[src/rtl/bennett_sequencer.sv]
// Bennett-clock run sequencer: ramps a thermometer rail pair up one stage at
// a time, holds at full charge for a programmable time with a capture strobe
// on the last hold cycle, then ramps back down and pulses done.
// Optional abort support is compiled in with BENNETT_SEQ_ABORT_EN.
module bennett_sequencer #(
  parameter int WIDTH       = 11,
  parameter int STEP_CYCLES = 1,
  parameter int HOLD_W      = 4,
  parameter int LVL_W       = $clog2(WIDTH + 1)
) (
  input  logic              ext_clk,
  input  logic              reset,
  input  logic              start,
  input  logic [HOLD_W-1:0] hold_len,
`ifdef BENNETT_SEQ_ABORT_EN
  input  logic              abort,
  output logic              aborted,
`endif
  output logic              busy,
  output logic              capture,
  output logic              done,
  output logic [LVL_W-1:0]  level,
  output logic [WIDTH-1:0]  clkp,
  output logic [WIDTH-1:0]  clkn
);

  localparam int SC_W = (STEP_CYCLES > 1) ? $clog2(STEP_CYCLES) : 1;
  localparam logic [LVL_W-1:0] LVL_FULL  = LVL_W'(WIDTH);
  localparam logic [LVL_W-1:0] LVL_ONE   = LVL_W'(1);
  localparam logic [SC_W-1:0]  STEP_LAST = SC_W'(STEP_CYCLES - 1);

  typedef enum logic [1:0] {IDLE, RAMP_UP, HOLD, RAMP_DOWN} state_t;

  state_t            state;
  logic [SC_W-1:0]   step_cnt;
  logic [HOLD_W-1:0] hold_q;
  logic [HOLD_W-1:0] hold_cnt;
  logic              abort_req;

`ifdef BENNETT_SEQ_ABORT_EN
  assign abort_req = abort;
`else
  assign abort_req = 1'b0;
`endif

  // Thermometer code: bit i set iff i < l (stage 0 charges first).
  function automatic logic [WIDTH-1:0] therm(input logic [LVL_W-1:0] l);
    logic [WIDTH-1:0] t;
    t = '0;
    for (int i = 0; i < WIDTH; i++) t[i] = (i < int'(l));
    return t;
  endfunction

  // Run FSM; rails are registered alongside level so they never lag it.
  always_ff @(posedge ext_clk or posedge reset) begin
    if (reset) begin
      state    <= IDLE;
      level    <= '0;
      clkp     <= '0;
      clkn     <= '1;
      busy     <= 1'b0;
      capture  <= 1'b0;
      done     <= 1'b0;
      step_cnt <= '0;
      hold_q   <= '0;
      hold_cnt <= '0;
`ifdef BENNETT_SEQ_ABORT_EN
      aborted  <= 1'b0;
`endif
    end else begin
      capture <= 1'b0;
      done    <= 1'b0;
      case (state)
        IDLE: begin
          // start beats a simultaneous abort; abort is meaningless here
          if (start) begin
            state    <= RAMP_UP;
            level    <= LVL_ONE;
            clkp     <= therm(LVL_ONE);
            clkn     <= ~therm(LVL_ONE);
            busy     <= 1'b1;
            hold_q   <= hold_len;
            step_cnt <= '0;
`ifdef BENNETT_SEQ_ABORT_EN
            aborted  <= 1'b0;
`endif
          end
        end
        RAMP_UP, HOLD: begin
          if (abort_req) begin
            // Drop one stage now and fall into the normal ramp-down path
            level    <= level - LVL_ONE;
            clkp     <= therm(level - LVL_ONE);
            clkn     <= ~therm(level - LVL_ONE);
            step_cnt <= '0;
            if (level == LVL_ONE) begin
              state <= IDLE;
              busy  <= 1'b0;
              done  <= 1'b1;
            end else begin
              state <= RAMP_DOWN;
            end
`ifdef BENNETT_SEQ_ABORT_EN
            aborted  <= 1'b1;
`endif
          end else if (state == RAMP_UP) begin
            if (step_cnt == STEP_LAST) begin
              step_cnt <= '0;
              level    <= level + LVL_ONE;
              clkp     <= therm(level + LVL_ONE);
              clkn     <= ~therm(level + LVL_ONE);
              if (level + LVL_ONE == LVL_FULL) begin
                state    <= HOLD;
                hold_cnt <= hold_q;
                capture  <= (hold_q == '0);
              end
            end else begin
              step_cnt <= step_cnt + SC_W'(1);
            end
          end else begin
            // HOLD: hold_cnt counts remaining cycles after the current one
            if (hold_cnt == '0) begin
              state    <= RAMP_DOWN;
              step_cnt <= '0;
              level    <= LVL_FULL - LVL_ONE;
              clkp     <= therm(LVL_FULL - LVL_ONE);
              clkn     <= ~therm(LVL_FULL - LVL_ONE);
            end else begin
              hold_cnt <= hold_cnt - HOLD_W'(1);
              capture  <= (hold_cnt == HOLD_W'(1));
            end
          end
        end
        RAMP_DOWN: begin
          if (step_cnt == STEP_LAST) begin
            step_cnt <= '0;
            level    <= level - LVL_ONE;
            clkp     <= therm(level - LVL_ONE);
            clkn     <= ~therm(level - LVL_ONE);
            if (level == LVL_ONE) begin
              state <= IDLE;
              busy  <= 1'b0;
              done  <= 1'b1;
            end
          end else begin
            step_cnt <= step_cnt + SC_W'(1);
          end
        end
        default: state <= IDLE;
      endcase
    end
  end

endmodule

[config.mk]
export PLATFORM = sky130hd
export DESIGN_NAME = bennett_sequencer
export DESIGN_NICKNAME = d
export VERILOG_FILES = /design/src/rtl/bennett_sequencer.sv
export SDC_FILE = /design/constraint.sdc
export NUM_CORES = 1
export LEC_CHECK = 0
export BUFFER_PORTS_ARGS = -buffer_cell sky130_fd_sc_hd__clkbuf_2
export CAP_MARGIN = 30
export CORE_MARGIN = 1
export CORE_UTILIZATION = 50
export DETAILED_ROUTE_END_ITERATION = 12
export PLACE_DENSITY = 0.78
export SLEW_MARGIN = 20
export SYNTH_ARGS = -nofsm -noshare
export SYNTH_HDL_FRONTEND = slang
export SYNTH_SLANG_ARGS = --single-unit
[constraint.sdc]
create_clock -name ext_clk -period 2.3 [get_ports ext_clk]
set_input_delay 0.46 -clock ext_clk [delete_from_list [all_inputs] [get_ports ext_clk]]
set_output_delay 0.46 -clock ext_clk [all_outputs]
set_load 0.005 [all_outputs]
# Yosys cells after proc, flatten, opt, wreduce, memory -nomap -nowiden
# Cells that the tools add are included.
# Widths: inputs -> output; s select.
[totals] ff_bits=40 latch_bits=0 ramBits=0 rom_bits=0 inputBits=7 wordCells=111 mem_count=0
[classes] n_addsub=4 mul=0 div_mod_pow=0 magnitude_cmp=22 eq_ne=15 n_shift=0 muxes=47 bitwise=3 reduce_logical=10
[op_table] op="$mux 11" n=10
[op_table] op="$pmux 11 s3" n=2
[op_table] op="$mux 4" n=9
[op_table] op="$lt 3x4->1 const A" n=8
[op_table] op="$lt 4x4->1 const A" n=6
[op_table] op="$not 11->11" n=2
[op_table] op="$lt 1x4->1 const A" n=4
[op_table] op="$lt 2x4->1 const A" n=4
[op_table] op="$mux 1" n=15
[op_table] op="$mux 2" n=7
[op_table] op="$pmux 4 s3" n=1
[op_table] op="$reduce_and 4->1" n=3
[op_table] op="$ne 2x2->1 const B" n=5
[op_table] op="$ne 3x3->1 const B" n=3
[op_table] op="$eq 4x1->1 const B" n=2
[op_table] op="$logic_not 4->1" n=2
[op_table] op="$sub 4x1->4 const B" n=2
[op_table] op="$pmux 2 s3" n=1
[op_table] op="$reduce_and 6->1" n=1
[op_table] op="$add 4x1->4 const B" n=1
[op_table] op="$eq 2x2->1 const B" n=2
[op_table] op="$eq 4x4->1 const B" n=1
[op_table] op="$reduce_and 2->1" n=2
[op_table] op="$pmux 1 s3" n=1
[op_table] op="7 further kinds" n=7

# Longest topological paths before layout
# Gate-level depths: netlist of the first run.
[logic_depth] ltp_word=6 depth_mapped=8

# Least setup slack after synthesis of the first run
# Ideal clock, no wire load.
[synth_path] kind="flip-flop to flip-flop" from="register level[0]" to="register clkp[8]" t_arrival_ns=1.975 required_ns=2.179 path_slack_ns=0.204 stages_incl_launch_ff=9 path_cell_list="dfrtp_1 buf_4 inv_1 ha_1 buf_4 xnor2_2 nand2_1 a221o_1 a22o_1"
[synth_between] elab_chain_len=5 elab_cells_between_ends=8 cone_classes="2 x add/sub; 2 x order compare; 4 x mux"
[synth_lines] item="start, declared" line="22" rtl="output logic [LVL_W-1:0] level,"
[synth_lines] item="start signal, assigned" line="92" rtl="level <= level - LVL_ONE;"
[synth_lines] item="start signal, assigned" line="109" rtl="level <= level + LVL_ONE;"
[synth_lines] item="start signal, assigned" line="125" rtl="level <= LVL_FULL - LVL_ONE;"
[synth_lines] item="$add 4x1->4" line="110" rtl="clkp <= therm(level + LVL_ONE);"
[synth_lines] item="$lt 4x4->1" line="50" rtl="for (int i = 0; i < WIDTH; i++) t[i] = (i < int'(l));"
[synth_lines] item="$mux 11" line="107" rtl="if (step_cnt == STEP_LAST) begin"
[synth_lines] item="$mux 11" line="106" rtl="end else if (state == RAMP_UP) begin"
[synth_lines] item="$pmux 11 s3 *" line="73" rtl="case (state)"
[synth_lines] item="end signal, assigned" line="79" rtl="clkp <= therm(LVL_ONE);"
[synth_lines] item="end signal, assigned" line="110"
[synth_lines] item="end signal, assigned" line="126" rtl="clkp <= therm(LVL_FULL - LVL_ONE);"
[synth_lines] item="end, declared" line="23" rtl="output logic [WIDTH-1:0] clkp,"
# Every way passes the cells marked *; elsewhere a longest branch is shown, timed or not. The select of a mux whose other input is x is not followed.
# A chain may end at the register's enable or synchronous reset.

# Worst setup path after layout of the first run
[layout_path] from="register state[1]" to="register hold_cnt[2]"
[layout_between] elab_chain_len=3 elab_cells_between_ends=8 cone_classes="5 x eq/ne; 1 x mux; 2 x reduce/logical"
[layout_lines] item="start, declared" line="34" rtl="state_t state;"
[layout_lines] item="start signal, assigned" line="57" rtl="state <= IDLE;"
[layout_lines] item="start signal, assigned" line="77" rtl="state <= RAMP_UP;"
[layout_lines] item="start signal, assigned" line="97" rtl="state <= IDLE;"
[layout_lines] item="$eq 2x1->1 or $eq 2x2->1 (tied branches)" line="73, 106"
[layout_lines] item="$ne 2x1->1 (no line), or another cell as far along"
[layout_lines] item="$reduce_and 4->1 (no line)"
[layout_lines] item="end signal, assigned" line="114" rtl="hold_cnt <= hold_q;"
[layout_lines] item="end signal, assigned" line="129" rtl="hold_cnt <= hold_cnt - HOLD_W'(1);"
[layout_lines] item="end, declared" line="37" rtl="logic [HOLD_W-1:0] hold_cnt;"
# Parallel ways exist; a longest one is shown, timed or not.

==> reports/metrics.csv, run 1 <==
stage,metric,value,unit
worst_setup_path,Critical Path Start Type,flip-flop,
logic_synthesis,summed instance area of the synthesized netlist,2580,um^2
logic_synthesis,Syn Inst Count,271,
clock_tree,hold-fix buffers at CTS,0,
cells_and_area,highest-count cells in the layout ignoring fill and taps,"sky130_fd_sc_hd__clkbuf_2, sky130_fd_sc_hd__dfrtp_1, sky130_fd_sc_hd__nand2_1, sky130_fd_sc_hd__buf_4, sky130_fd_sc_hd__nor2_1",
worst_setup_path,master of the slowest instance on the critical path,sky130_fd_sc_hd__a2111o_1,
cells_and_area,Final Net Count,334,
die,top-level port count,36,
clock_tree,CTS HTree Levels,2,
run,number of maximum-capacitance violations,0,
worst_setup_path,critical path data required time,2.48,ns
clock_tree,TritonCTS clock tree,built,
clock_tree,"CTS clk-pin slew, worst paths",0.07,ns
placement,placement-stage cell area,2890,um^2
cells_and_area,most frequent standard cell in the layout excluding fill and tap cells,sky130_fd_sc_hd__clkbuf_2,
drt,Residual DRC,0,
clock_tree,worst skew pair latency,0.29,ns
pwr,worst vdd ir,0.879,mV
worst_setup_path,worst-path cell chain,inv_1 -> ha_1 -> buf_12 -> nand2_1 -> a2111o_1 -> and2_4 -> o31a_1,
timing,final clock skew,0.00355,ns
cells_and_area,antenna diode count,0,
die,overall die area,5450,um^2
global_routing,total routing usage reported by global routing,26.0,%
timing,"Slew Viols, Final",0,
cells_and_area,Final Instance Area,2990,um^2
placement,hpwl dp,4800,um
timing,setup total negative slack,0,ns
logic_synthesis,"Top FF cell, synth",sky130_fd_sc_hd__dfrtp_1,
cells_and_area,post-synthesis to final-layout area growth,16.0,%
global_routing,global-route wire length before repair,10600,um
global_routing,antenna violations before repair,0,
drt,remaining antenna violation count,0,
timing,RSZ-0062 raised after global routing,no,
die,placeable core region,4850,um^2
drt,total number of vias,2334,
drt,number of search-and-repair iterations in the first detailed-routing pass,5,
logic_synthesis,synthesized net count,291,
clock_tree,number of sinks on the clock net,38,
logic_synthesis,Avg Synthesized Cell Area,9.52,um^2
worst_setup_path,CP peak stage delay,0.43,ns
worst_setup_path,worst endpoint data arrival time,2.25,ns
die,die boundary height,73.8,um
drt,Total Routed Length,6500,um
cells_and_area,fraction of layout instances using a drive strength above 1,29.5,%
worst_setup_path,critical path class,flip-flop to flip-flop,
logic_synthesis,Synth async-reset ratio,100,%
clock_tree,Setup Buffers After CTS,0,
timing,worst max-slew margin expressed relative to the limit,63.6,%
global_routing,number of global-route vias before repair,2120,
logic_synthesis,count of unique library cells instantiated by Yosys,74,
placement,weighted congestion reported at the end of routability-driven placement,0.950,
timing,total setup violations reported at the end of the flow,0,
drt,final routed wire length divided by cell count,17.0,um
status,status,completed,
timing,Tcrit/Tclk final,89.9,%
die,starting density of the core,53.2,%
pwr,leakage,0.00133,uW
hold_path,worst min path class,input port to asynchronous set/reset pin,
logic_synthesis,portion of the post-synthesis area used by sequential elements,37.4,%
worst_setup_path,biggest fanout along the worst timing path,21,
logic_synthesis,number of synthesized flops with an enable pin,0,
drt,1st-iter DRT viols,214,
timing,final hold viol count,0,
clock_tree,clock buffer count from CTS,5,
pwr,power density over the cells,1890,nW/um^2
global_routing,Overflow after GRT,0,
clock_tree,post-cts repair resize count,0,
clock_tree,maximum root-to-sink buffer count,2,
timing,final critical path time including I/O delays and setup,2.07,ns
global_routing,largest net degree at the start of global routing,39,
logic_synthesis,register bit count reported by yosys,38,
worst_setup_path,Crit. End Element,flip-flop,
drt,via density per instance,6.11,
die,num rows,25,
clock_tree,cell chosen for the clock root,sky130_fd_sc_hd__clkbuf_8,
timing,slew at the pin with the worst max-slew slack,0.532,ns
placement,number of buffers added on ports,35,
logic_synthesis,Yosys warnings,0,
die,x dimension of the die,73.8,um
timing,peak clock frequency supported by timing,483,MHz
==> worst max-delay path, delay by kind of cell, from the launching register on <==
| family | cells | cell delay (ns) |
|---|---|---|
| buffers and inverters | 2 | 0.32 |
| adders and majority gates | 1 | 0.29 |
| DFF | 1 | 0.41 |
| AOI/OAI and AO/OA | 2 | 0.66 |
| and+or+nand+nor | 2 | 0.26 |
==> logic make-up after synthesis <==
group                      count (synthesis)  share of synthesized area [%]
adders and majority gates                 13                           6.30
AOI/OAI and AO/OA                         99                           29.0
muxes                                      7                           2.91
xor gates and xnor gates                   3                           1.31
buffers and inverters                     32                           6.35
DFF                                       38                           37.4
and+or+nand+nor                           79                           16.8
==> flip-flops by register name, summed over array words and instances, names as in the netlist <==
name	cells
busy	1
capture	1
clkn	11
clkp	11
done	1
hold_cnt	4
hold_q	4
level	3
state	2
==> per-stage QoR <==
step,setup WS (ns),util [%],total power [uW],hold slack (ns),instances
3_3_place_gp,0.288,59.5,4980,0.451,374
2_1_floorplan,0.204,-,3960,0.451,271
4_1_cts,0.242,61.7,5640,0.263,382
3_5_place_dp,0.250,59.5,5060,0.454,374
6_report,0.232,61.7,5670,0.255,382
5_1_grt,0.0380,61.7,6120,0.295,382
==> synthesized netlist by cell type, drive strengths merged (3+ instances only) <==
cell type,instances,share of area (%)
a311oi,4,1.4
o31ai,4,1.7
ha,13,6.3
o21ai,18,3.5
dfstp,11,11
o22a,3,1.0
or2,3,0.73
nand2,22,3.2
nor2b,4,0.97
dfrtp,27,26
o21a,3,0.87
mux2i,3,1.2
nor2,18,2.6
a31oi,8,1.9
clkbuf,5,0.73
inv,13,1.9
a221oi,4,1.6
nor3,5,1.2
buf,14,3.7
a22o,8,2.7
and2,4,1.1
nor4,3,0.73
a21o,3,0.87
mux2,4,1.7
a21oi,14,3.0
o32ai,3,1.0
nor4b,3,1.0
==> routing by layer <==
layer  vias up  global-route usage [%]  share of wire [%]
li1       1111                       -                  -
met5         -                       0                  0
met3        24                    3.84                7.4
met1      1084                    35.8                 43
met4         0                    13.7                3.5
met2       115                    39.4                 46
==> power by group <==
part           switching [uW]  total [uW]  internal, uW
Combinational            2090        3760          1670
Clock                     234         559           325
Sequential                267        1350          1080
Total                    2590        5670          3070
==> final timing paths <==
check	slack, ns	from	end	cells past startpoint
max in group asynchronous	1.70	reset	clkn[10]	3
setup / recovery	0.23	state[1]	hold_cnt[2]	7
hold reg to reg	0.46	clkn[7]	clkn[7]	2
min in group ext_clk	0.40	hold_len[3]	hold_q[3]	2
hold / removal	0.25	reset	clkp[8]	3
setup reg to reg	0.23	state[1]	hold_cnt[2]	7
==> area by class of cell <==
| type | instances | area, um^2 |
|---|---|---|
| clock buffer | 7 | 76.3 |
| clock inverter | 1 | 30.0 |
| fill | 430 | 1860 |
| inverter | 13 | 48.8 |
| multi-input combinational | 201 | 1450 |
| sequential | 38 | 965 |
| tap | 67 | 83.8 |
| timing repair buffer | 55 | 338 |
(Power assumes the default switching activity.)
==> inputs of run 2 (changes only) <==
Settings changed: CELL_PAD_IN_SITES_DETAIL_PLACEMENT from default to 1, CELL_PAD_IN_SITES_GLOBAL_PLACEMENT from default to 1, CORE_UTILIZATION 50 to 44, PLACE_DENSITY 0.78 to 0.86.
==> run 2 against run 1 <==
Effect of this change: final area is 1.5% higher; die area up 13%; critical path depth fell by 1; critical path type unchanged; first-iteration DRC count shrank 32%; highest routed layer unchanged; utilization decreased by 7.2 points; non-clock buffer count is 6 higher.
==> reports/metrics.csv, run 2 (synthesized netlist as in run 1, its figures left out) <==
stage,metric,value,unit,change
placement,weighted congestion reported at the end of routability-driven placement,0.957,,+0.67%
timing,setup total negative slack,0,ns,unchanged
cells_and_area,final core area utilization,54.5,%,-7.2 points
clock_tree,CTS HTree Levels,2,,unchanged
clock_tree,number of sinks on the clock net,38,,unchanged
global_routing,Overflow after GRT,0,,unchanged
drt,remaining antenna violation count,0,,unchanged
timing,worst max-slew margin expressed relative to the limit,56.3,%,-7.3 points
pwr,Comb pwr share,67.4,%,+1.0 points
cells_and_area,fraction of layout instances using a drive strength above 1,30.8,%,+1.3 points
timing,total setup violations reported at the end of the flow,0,,unchanged
worst_setup_path,R2R depth,6,,-1
cells_and_area,highest-count cells in the layout ignoring fill and taps,"sky130_fd_sc_hd__clkbuf_2, sky130_fd_sc_hd__dfrtp_1, sky130_fd_sc_hd__buf_4, sky130_fd_sc_hd__nand2_1, sky130_fd_sc_hd__nor2_1",,
die,overall die area,6170,um^2,+13%
status,status,completed,,
worst_setup_path,critical path class,flip-flop to flip-flop,,
cells_and_area,largest registers ranked by flip-flop count,"clkn: 11 flops, clkp: 11 flops",,
worst_setup_path,worst endpoint data arrival time,2.35,ns,+0.10 ns
drt,Total Routed Length,7720,um,+19%
worst_setup_path,flop-to-flop setup slack,0.13,ns,-0.10 ns
pwr,share of total power in the clock network,9.6,%,-0.3 points
drt,total number of vias,2396,,+2.7%
pwr,power density over the cells,1960,nW/um^2,+3.4%
placement,Worst Setup Slack post-DPL,0.186,ns,-0.0643 ns
pwr,leakage,0.00135,uW,+1.9%
clock_tree,cell chosen for the clock root,sky130_fd_sc_hd__clkbuf_8,,
run,number of maximum-capacitance violations,0,,unchanged
pwr,share of power burned in registers,23.0,%,-0.8 points
global_routing,antenna violations before repair,0,,unchanged
die,top-level port count,36,,unchanged
clock_tree,TritonCTS clock tree,built,,
pwr,worst vdd ir,0.710,mV,-19%
cells_and_area,Fillers,676,,+57%
timing,"Slew Viols, Final",0,,unchanged
timing,final clock skew,0.00633,ns,+0.00277 ns
timing,peak clock frequency supported by timing,461,MHz,-4.7%
die,starting density of the core,46.3,%,-6.9 points
placement,number of buffers added on ports,35,,unchanged
clock_tree,"CTS clk-pin slew, worst paths",0.08,ns,about the same
pwr,net switching power,2800,uW,+7.8%
drt,Residual DRC,0,,unchanged
placement,Inst Count DP,385,,+2.9%
timing,slew at the pin with the worst max-slew slack,0.655,ns,+0.123 ns
clock_tree,clock buffer count from CTS,5,,unchanged
timing,Tcrit/Tclk final,94.4,%,+4.4 points
clock_tree,hold-fix buffers at CTS,0,,unchanged
timing,RSZ-0062 raised after global routing,no,,
placement,placement-stage cell area,2930,um^2,+1.3%
worst_setup_path,Critical Path Start Type,flip-flop,,
placement,hpwl dp,5610,um,+17%
die,x dimension of the die,78.6,um,+6.4%
die,die boundary height,78.6,um,+6.4%
pwr,net switching fraction of the power,47.0,%,+1.2 points
cells_and_area,antenna diode count,0,,unchanged
cells_and_area,fin cells,393,,+2.9%
cells_and_area,most frequent standard cell in the layout excluding fill and tap cells,sky130_fd_sc_hd__clkbuf_2,,
global_routing,global-route wire length before repair,12500,um,+18%
worst_setup_path,Crit. End Element,flip-flop,,
drt,via density per instance,6.10,,-0.22%
timing,final hold viol count,0,,unchanged
cells_and_area,Final Net Count,340,,+1.8%
worst_setup_path,termination of the worst setup path,hold_cnt[0],,
timing,setup slack of the critical path after layout,0.129,ns,-0.102 ns
pwr,internal power,3150,uW,+2.5%
drt,final routed wire length divided by cell count,19.6,um,+16%
drt,1st-iter DRT viols,145,,-32%
global_routing,total routing usage reported by global routing,26.5,%,+0.45 points
cells_and_area,Final Instance Area,3040,um^2,+1.5%
hold_path,worst min path class,input port to asynchronous set/reset pin,,
die,placeable core region,5570,um^2,+15%
clock_tree,worst skew pair latency,0.30,ns,about the same
cells_and_area,post-synthesis to final-layout area growth,17.8,%,
global_routing,number of global-route vias before repair,2445,,+15%
worst_setup_path,Critical R2R Capture,hold_cnt[0],,
drt,number of search-and-repair iterations in the first detailed-routing pass,4,,-1
clock_tree,maximum root-to-sink buffer count,2,,unchanged
global_routing,largest net degree at the start of global routing,39,,unchanged
worst_setup_path,critical path data required time,2.48,ns,about the same
timing,final critical path time including I/O delays and setup,2.17,ns,+0.102 ns
die,num rows,27,,+8.0%
worst_setup_path,worst setup path startpoint,state[1],,
worst_setup_path,biggest fanout along the worst timing path,9,,-57%
worst_setup_path,worst r2r src,state[1],,
## run 2: metal layers
metal / global-route usage, % / up-vias / wire [um]
met2: 44.3 / 85 / 3710
li1: - / 1116 / -
met4: 12.8 / 0 / 240
met5: 0 / - / 0
met1: 32.9 / 1172 / 3410
met3: 4.42 / 23 / 359
## run 2: area by class of cell
type	count	area (um^2)	area share (%)
clock buffer	7	76.3	2.51
clock inverter	1	30.0	0.988
inverter	13	48.8	1.61
multi-input combinational	201	1460	48.0
sequential	38	965	31.7
tap	72	90.1	2.96
timing repair buffer	61	370	12.2
## run 2: what timing repair did
item                                    4_1_cts  5_1_grt
gates resized for setup                       0        1
hold endpoints to repair                      0        0
buffers inserted                              0        0
endpoints found under the setup margin        0        1
## run 2: metrics by stage
step,hold slack [ns],power [uW]
5_1_grt,0.296,6370
4_1_cts,0.265,5900
3_3_place_gp,0.452,5090
2_1_floorplan,0.451,3960
6_report,0.244,5950
3_5_place_dp,0.459,5290
## run 2: worst min-delay path by stage
stage               endpoint  slack, ns  cells past startpoint
floorplan            clkn[4]       0.45                      2
global placement     clkn[4]       0.45                      2
detailed placement   clkn[4]       0.46                      2
CTS                  clkp[8]       0.27                      3
global route         clkp[8]       0.30                      3
finish               clkp[8]       0.24                      3
## run 2: power groups by stage
stage                     logic (uW)  clock network, uW  registers, uW
after detailed placement        3910                  0           1380
after global placement          3740                  0           1350
after CTS                       3950                581           1370
final                           4010                569           1370
after global routing            4360                601           1410
after floorplan                 2660                  0           1300
## run 2: worst max-delay path: stages, from the launching register on
cell                        delay (ns)
sky130_fd_sc_hd__dfrtp_1          0.42
sky130_fd_sc_hd__inv_1            0.14
sky130_fd_sc_hd__ha_1             0.35
sky130_fd_sc_hd__and2b_1          0.32
sky130_fd_sc_hd__a2bb2oi_1        0.47
sky130_fd_sc_hd__a2bb2oi_1        0.13
sky130_fd_sc_hd__o22a_1           0.23
